### config.mk
export PLATFORM = sky130hd
export DESIGN_NAME = vctr_fetch_sched
export DESIGN_NICKNAME = d
export VERILOG_FILES = /design/src/rtl/vctr_fetch_sched.sv
export SDC_FILE = /design/constraint.sdc
export NUM_CORES = 1
export LEC_CHECK = 0
export CORE_ASPECT_RATIO = 0.9
export CORE_MARGIN = 5
export CORE_UTILIZATION = 41
export CTS_CLUSTER_SIZE = 20
export DETAILED_ROUTE_END_ITERATION = 8
export GPL_TIMING_DRIVEN = 0
export PLACE_DENSITY = 0.78
export SLEW_MARGIN = 15
export SYNTH_ARGS = -nofsm -noshare
export SYNTH_HDL_FRONTEND = slang
export SYNTH_SLANG_ARGS = --single-unit
### constraint.sdc
create_clock -name clk -period 2.1 [get_ports clk]
set_input_delay 0.21 -clock clk [delete_from_list [all_inputs] [get_ports clk]]
set_output_delay 0.21 -clock clk [all_outputs]
set_load 0.02 [all_outputs]
### src/rtl/vctr_fetch_sched.sv
// vctr_fetch_sched: pops vector addresses, expands bursts and issues credit-throttled 32-bit reads.
// Define FETCH_STATS_EN to add the saturating total_vctr_fifo_words_written counter.
module vctr_fetch_sched #(
    parameter int ADDR_W          = 32,
    parameter int VCTR_FIFO_DEPTH = 8192,
    parameter int HEADROOM        = 16,
    parameter int MAX_OUTSTANDING = 32,
    parameter int OUT_W           = $clog2(MAX_OUTSTANDING + 1)
) (
    input  logic              clk,
    input  logic              reset,
    input  logic              active_program,
    input  logic              end_program,
    input  logic              abort_program,
    input  logic              freeze_addr_fifo,
    input  logic              freeze_vector_fifo,
    input  logic              send_consec_addr,
    input  logic [7:0]        consec_count,
    input  logic              vector_byte_swap,
    input  logic              addr_fifo_empty,
    input  logic [31:0]       addr_fifo_dout,
    output logic              addr_fifo_rd,
    output logic              mem_rd_req,
    output logic [ADDR_W-1:0] mem_rd_addr,
    input  logic              mem_rd_ack,
    input  logic              mem_rd_valid,
    input  logic [31:0]       mem_rd_data,
    input  logic [15:0]       words_in_vctr_fifo,
    output logic              vctr_fifo_wr,
    output logic [31:0]       vctr_fifo_din,
    output logic [OUT_W-1:0]  outstanding,
    output logic              seq_busy,
    output logic              seq_done
`ifdef FETCH_STATS_EN
    ,
    output logic [31:0]       total_vctr_fifo_words_written
`endif
);
    typedef enum logic [2:0] {IDLE, POP, LATCH, ISSUE, DRAIN} state_t;

    localparam logic [16:0]    LIMIT = 17'(VCTR_FIFO_DEPTH - HEADROOM);
    localparam logic [OUT_W:0] MAX_O = (OUT_W + 1)'(MAX_OUTSTANDING);

    state_t            state_q, state_d;
    logic [ADDR_W-1:0] addr_q, addr_d;
    logic [8:0]        rem_q, rem_d;
    logic              req_q, req_d;
    logic              aborted_q, aborted_d;
    logic              wr_q;
    logic [31:0]       din_q;
    logic [OUT_W-1:0]  out_q;
    logic              stop, accept, ret, drop, room_now, room_nxt, unused_dout_lsb;
    logic [16:0]       fill;

    assign stop     = end_program || !active_program;
    assign accept   = req_q && mem_rd_ack;
    assign ret      = mem_rd_valid && out_q != '0;
    assign drop     = aborted_q || abort_program;
    assign fill     = {1'b0, words_in_vctr_fifo} + 17'(out_q) + 17'd1;
    // room_nxt assumes the request accepted this cycle already counts as in flight
    assign room_now = !freeze_vector_fifo && {1'b0, out_q} < MAX_O && fill <= LIMIT;
    assign room_nxt = !freeze_vector_fifo && {1'b0, out_q} + (OUT_W + 1)'(1) < MAX_O
                      && fill + 17'd1 <= LIMIT;
    assign unused_dout_lsb = ^addr_fifo_dout[1:0];

    always_comb begin
        state_d      = state_q;
        addr_d       = addr_q;
        rem_d        = rem_q;
        req_d        = 1'b0;
        aborted_d    = aborted_q;
        addr_fifo_rd = 1'b0;
        case (state_q)
            IDLE:  state_d = (active_program && !abort_program) ? POP : IDLE;
            POP: begin
                addr_fifo_rd = !stop && !addr_fifo_empty && !freeze_addr_fifo;
                state_d      = stop ? DRAIN : addr_fifo_rd ? LATCH : POP;
            end
            LATCH: begin
                addr_d  = {addr_fifo_dout[ADDR_W-1:2], 2'b00};
                rem_d   = send_consec_addr ? {1'b0, consec_count} + 9'd1 : 9'd1;
                state_d = ISSUE;
            end
            ISSUE: begin
                if (accept) begin
                    addr_d  = addr_q + ADDR_W'(4);
                    rem_d   = rem_q - 9'd1;
                    state_d = (rem_q != 9'd1) ? ISSUE : stop ? DRAIN : POP;
                    req_d   = (rem_q != 9'd1) && room_nxt;
                end else begin
                    req_d = req_q || room_now;
                end
            end
            DRAIN: begin
                state_d   = (out_q == '0) ? IDLE : DRAIN;
                aborted_d = (out_q != '0) && drop;
            end
            default: state_d = IDLE;
        endcase
        if (abort_program && state_q != IDLE && state_q != DRAIN) begin
            state_d      = DRAIN;
            aborted_d    = 1'b1;
            req_d        = 1'b0;
            addr_fifo_rd = 1'b0;
        end
    end

    always_ff @(posedge clk) begin
        if (!reset) begin
            state_q   <= IDLE;
            addr_q    <= '0;
            rem_q     <= '0;
            req_q     <= 1'b0;
            aborted_q <= 1'b0;
            out_q     <= '0;
            wr_q      <= 1'b0;
            din_q     <= '0;
        end else begin
            state_q   <= state_d;
            addr_q    <= addr_d;
            rem_q     <= rem_d;
            req_q     <= req_d;
            aborted_q <= aborted_d;
            out_q     <= out_q + OUT_W'(accept) - OUT_W'(ret);
            wr_q      <= ret && !drop;
            din_q     <= vector_byte_swap ? {mem_rd_data[7:0], mem_rd_data[15:8],
                                             mem_rd_data[23:16], mem_rd_data[31:24]} : mem_rd_data;
        end
    end

    assign mem_rd_req    = req_q;
    assign mem_rd_addr   = addr_q;
    assign outstanding   = out_q;
    assign vctr_fifo_wr  = wr_q;
    assign vctr_fifo_din = din_q;
    assign seq_busy      = state_q != IDLE;
    assign seq_done      = state_q == DRAIN && out_q == '0 && !drop;

`ifdef FETCH_STATS_EN
    logic [31:0] stats_q;

    always_ff @(posedge clk) begin
        if (!reset || (state_q == IDLE && state_d == POP)) stats_q <= '0;
        else if (wr_q && stats_q != '1) stats_q <= stats_q + 32'd1;
    end

    assign total_vctr_fifo_words_written = stats_q;
`endif
endmodule

Yosys cells after proc, flatten, opt, wreduce, memory -nomap -nowiden
Index checks and enable logic that the tools add are counted.

cells by class
  order comparisons = 4
  equal/unequal tests = 8
  add/subtract/negate cells = 9
  multiplexer cells = 20
  reductions and logical operators = 35
  bitwise gates (word level) = 2

operators with widths
  cell                   number
  $mux 32                2
  $pmux 32 s2            1
  $add 17x1->17 const B  2
  $le 17x13->1 const B   2
  $add 32x3->32 const B  1
  $mux 3                 6
  $mux 9                 2
  $pmux 9 s2             1
  $add 16x6->17          1
  $logic_and 1x1->1      16
  $pmux 3 s5             1
  $add 8x1->9 const B    1
  $ne 9x1->1 const B     1
  $sub 9x1->9 const B    1
  $add 6x1->7 const B    1
  $logic_not 1->1        7
  $lt 7x6->1 const B     1
  $add 6x1->6            1
  $eq 3x2->1 const B     2
  $logic_not 6->1        1
  $lt 6x6->1 const B     1
  $mux 1                 6
  $ne 3x3->1 const B     2
  $reduce_bool 6->1      1
  other kinds (13)       17

storage, ports and cells
  input bits = 100
  bits in registers = 85
  output and inout port bits = 75
  word-level logic and storage cells = 87

Depth between registers and ports, before layout
  depth after elaboration = 9
  gate-level depth with buffers = 15
  mapped depth without buffers = 15

Worst setup path before layout
OpenSTA, ideal clock, no wires.

  path kind = register to register
  from = reg out_q[2] (netlist: outstanding[2])
  to = reg out_q[5] (netlist: outstanding[5])
  arrival time = 2268 ps
  setup slack = -296 ps
  stages on the path, launching flop included = 14
  cell sequence = dfxtp_1 inv_1 ha_1 nand4_1 and2_1 ha_1 inv_1 ha_1 a21o_1 a21oi_1 o21bai_1 a21oi_1 xnor2_1 nor2_1

between the ends
  word-level cells in the longest chain between the ends = 3
  elaborated cells on any way between the ends = 4
  those cells by class = 2 x add/sub; 2 x reduce/logical

RTL lines
  element                                                              RTL line  RTL
  start: declaration                                                   51        logic [OUT_W-1:0] out_q;
  start signal: assignment                                             124       out_q <= out_q + OUT_W'(accept) - OUT_W'(ret);
  parallel branches: the longest is 2 deep, another holds $add 6x1->6  n/a
  $sub 6x1->6 (*)                                                      124

Mark *: on every way between the ends.
A chain may end at the register's enable or synchronous reset.

Final worst setup path
  from = reg out_q[5] (netlist: outstanding[5])
  to = reg out_q[5] (netlist: outstanding[5])

Same word-level chain as after synthesis.

==> flow_summary_export.csv <==
group,metric,value,unit
status,run_status,"finished, violations left",
status,violations,"negative setup slack",
cells_and_area,regArea,0.001718,mm²
floorplan,die_h,112.4,µm
floorplan,die_w,123.8,µm
clocking,cts_sinks,83,
power,peakVddDrop,0.4444,mV
setup_path,r2r_end,"outstanding[5]$_SDFF_PN0_",
sta,fmax,0.4513,GHz
worst_hold_path,hold_start,"vector_byte_swap",
clocking,clk_pin_slew_worst_paths,60,ps
sta,finalMaxSlewViolations,0,
clocking,ctsHtreeMaxLevel,3,
placed_design,io_buffers,168,
global_route,grt_pass1_wl,26.77,mm
cells_and_area,final_nets,924,
setup_path,reg2reg_slack,-120,ps
drt,route.antenna.remaining_nets,0,
synth,ys_ff_latch,83,
global_route,grt_antenna_before_repair,0,
power,cell_internal_pwr,3.642,mW
cells_and_area,final_common_cell,"clkdlybuf4s50_1",
clocking,clock-root-buffer,"clkbuf_16",
synth,synth_flop_cell,"dfxtp_1",
clocking,postCtsHoldBufs,0,
setup_path,crit_chain,"inv_2 -> ha_1 -> nand4_1 -> and2_4 -> ha_4 -> inv_2 -> ha_4 -> a21o_1 -> a21oi_2 -> o21bai_1 -> a21oi_1 -> xnor2_1 -> nor2_1",
cells_and_area,multi_input_area,0.003105,mm²
synth,ys_types,57,
synth,syn_inst,592,
global_route,grt_max_degree,15,
power,combPwrFrac,37.9,%
placed_design,gp_congestion,0.8752,
sta,rsz0062_at_grt,"yes",
setup_path,cp_top_family,"compound AO/OA/AOI/OAI gates",
cells_and_area,final_cell_mix,"165 x clkdlybuf4s50_1, 77 x nor2_1, 64 x dfxtp_1",
global_route,grt_pass1_vias,5442,
placed_design,place_area,0.006728,mm²
placed_design,placedCellCount,917,
drt,dr.pass1.iters,5,
cells_and_area,fin_area,0.007470,mm²
setup_path,path_buf_inv,2,
synth,synth_area,0.004777,mm²
setup_path,reg2reg_from,"outstanding[5]$_SDFF_PN0_",
sta,max_slew_margin,47.60,%
power,power_frac_clock,29.5,%
setup_path,rr_worst_depth,13,
drt,drc,0,
cells_and_area,num-fill-cells,946,
power,seqPwrFrac,32.7,%
setup_path,crit_fanout,2,
clocking,cts_made_buffers,9,
cells_and_area,instances_no_fill,961,
drt,postRouteWirelength,17.21,mm
drt,viasPerCell,5.686,
cells_and_area,drive_gt1_share,16.89,%
cells_and_area,area_growth,56.36,%
drt,drt_iter0_drc,589,
sta,skew,9.593,ps
floorplan,core_area,0.01143,mm²
setup_path,cp_data_required_time,2310,ps
power,leakagePower,2.864,nW
setup_path,max_stage_delay,340,ps
cells_and_area,diodes,0,
power,p_sw_share,32.89,%
clocking,cts_buffer_depth,2,
synth,yosys_warnings,0,
floorplan,std_cell_rows,37,
sta,fin_ws,-116.0,ps
setup_path,worstSetupStartpointType,"flop",
placed_design,hpwl,12.58,mm
clocking,clk_latency,350,ps
setup_path,worstSetupPathType,"reg2reg",
sta,worst_slew_pin_slew,785.9,ps
power,p_switching,1.785,mW
worst_hold_path,worstHoldPathCells,3,
floorplan,die_area,0.01391,mm²
synth,synth-edff-count,0,
setup_path,arrival,2420,ps
setup_path,crit_slowest_cell,"dfxtp_4",
sta,hold_viol,0,
floorplan,io_pins,175,
worst_hold_path,hold_end,"vctr_fifo_din[15]$_SDFF_PN0_",
synth,ys_seq_area_share,34.78,%
drt,vias,5464,
synth,syn_area_per_cell,8.069,µm²
clocking,cts_tree,"yes",
power,powerDensity,726.6,mW/mm²
global_route,grtUsageTotal,23.82,%
synth,synth_async_sr_flop_share,0,%
drt,wl_per_cell,17.91,µm
sta,fin_crit_sh,105.5,%
floorplan,start_util,41.78,%
worst_hold_path,min_path_type,"in2reg",
global_route,grt.overflow.total,0,
sta,period_needed,2216,ps
sta,setup-violations-final,3,
setup_path,cp-end-kind,"flop",
flow_run,max_cap_violations,0,
[synth_stat cells, types with 6 or more instances]
library cell,n,share of area (%)
a211oi_1,12,1.9
a21oi_1,49,5.1
a311oi_1,9,1.7
clkbuf_1,25,2.0
dfxtp_1,83,35
ha_1,22,5.8
inv_1,28,2.2
mux2i_1,34,7.1
nand2_1,38,3.0
nand3_1,18,1.9
nand4_1,9,1.2
nor2_1,81,6.4
nor3_1,17,1.8
nor4_1,7,0.92
o21ai_0,37,3.9
o22ai_1,9,1.2
o32ai_1,6,1.1
xnor2_1,7,1.3
xor2_1,7,1.3
[power groups by stage]
stage / combinational (mW) / sequential [mW] / clock (mW)
finish: 2.06 / 1.77 / 1.60
global route: 2.23 / 1.79 / 1.68
CTS: 1.91 / 1.77 / 1.61
detailed placement: 1.62 / 1.86 / 0
global placement: 1.56 / 1.86 / 0
floorplan: 0.906 / 1.94 / 0
[tightest hold or removal path, delay by kind of cell]
kind          cells  cell delay [ps]
simple gates      1               70
buf+inv           1              140
mux               1              140
[flip-flops by register name, indices dropped and copies added, names as in the netlist]
signal / count
aborted_q: 1
vctr_fifo_wr: 1
outstanding: 6
vctr_fifo_din: 32
mem_rd_req: 1
mem_rd_addr: 30
rem_q: 9
state_q: 3
[cell type report]
type                       instances  area share (%)
sequential                        83           23.00
buffer                            31           1.826
multi-input combinational        448           41.57
clock inverter                     5          0.8208
clock buffer                      11           3.116
tap                              156           2.613
timing repair buffer             198           25.56
inverter                          29           1.491
[stage by stage]
| stage | TNS, ps | setup WS, ps | utilization, % | total power, mW | hold slack, ps |
|---|---|---|---|---|---|
| final | -188.4 | -116.0 | 65.32 | 5.428 | 265.0 |
| after global routing | -827.7 | -231.4 | 65.32 | 5.697 | 290.9 |
| after CTS | -146.0 | -61.32 | 63.44 | 5.292 | 255.1 |
| after detailed placement | -9645 | -468.3 | 58.84 | 3.485 | 478.7 |
| after global placement | -8850 | -459.9 | 58.84 | 3.420 | 468.0 |
| after floorplan | -90.95 | -56.49 | - | 2.850 | 353.9 |
[how the worst max path moves through the flow]
stage	cells after the start	slack, ps	endpoint	startpoint
after global placement	7	-460	mem_rd_addr[21]$_SDFFE_PN0P_	mem_rd_ack
final	13	-120	outstanding[5]$_SDFF_PN0_	outstanding[5]$_SDFF_PN0_
after global routing	13	-230	outstanding[5]$_SDFF_PN0_	outstanding[4]$_SDFF_PN0_
after CTS	5	-60	seq_done	state_q[1]$_SDFFE_PP0P_
after detailed placement	7	-470	mem_rd_addr[21]$_SDFFE_PN0P_	mem_rd_ack
after floorplan	15	-60	outstanding[4]$_SDFF_PN0_	outstanding[3]$_SDFF_PN0_
[metal layers]
metal / part of all wire (%) / track usage (%)
met3: 12 / 7.909
met2: 47 / 39.42
met5: 0 / 0
met4: 2.0 / 7.159
met1: 39 / 29.21
[logic make-up after synthesis]
family | after synthesis | synth area share (%)
buf+inv | 62 | 5.055
compound gates | 169 | 23.18
fa+ha+maj | 24 | 6.600
xor+xnor | 14 | 2.567
other cells | 1 | 0.07850
flops | 83 | 34.78
simple gates | 205 | 20.61
mux | 34 | 7.124
[what timing repair did]
| action | 4_1_cts | 5_1_grt |
|---|---|---|
| setup endpoints to repair | 35 | 36 |
| resized for setup | 37 | 39 |
| buffers inserted | 17 | 13 |
| pin swaps | 21 | 25 |
(Power assumes the default switching activity.)
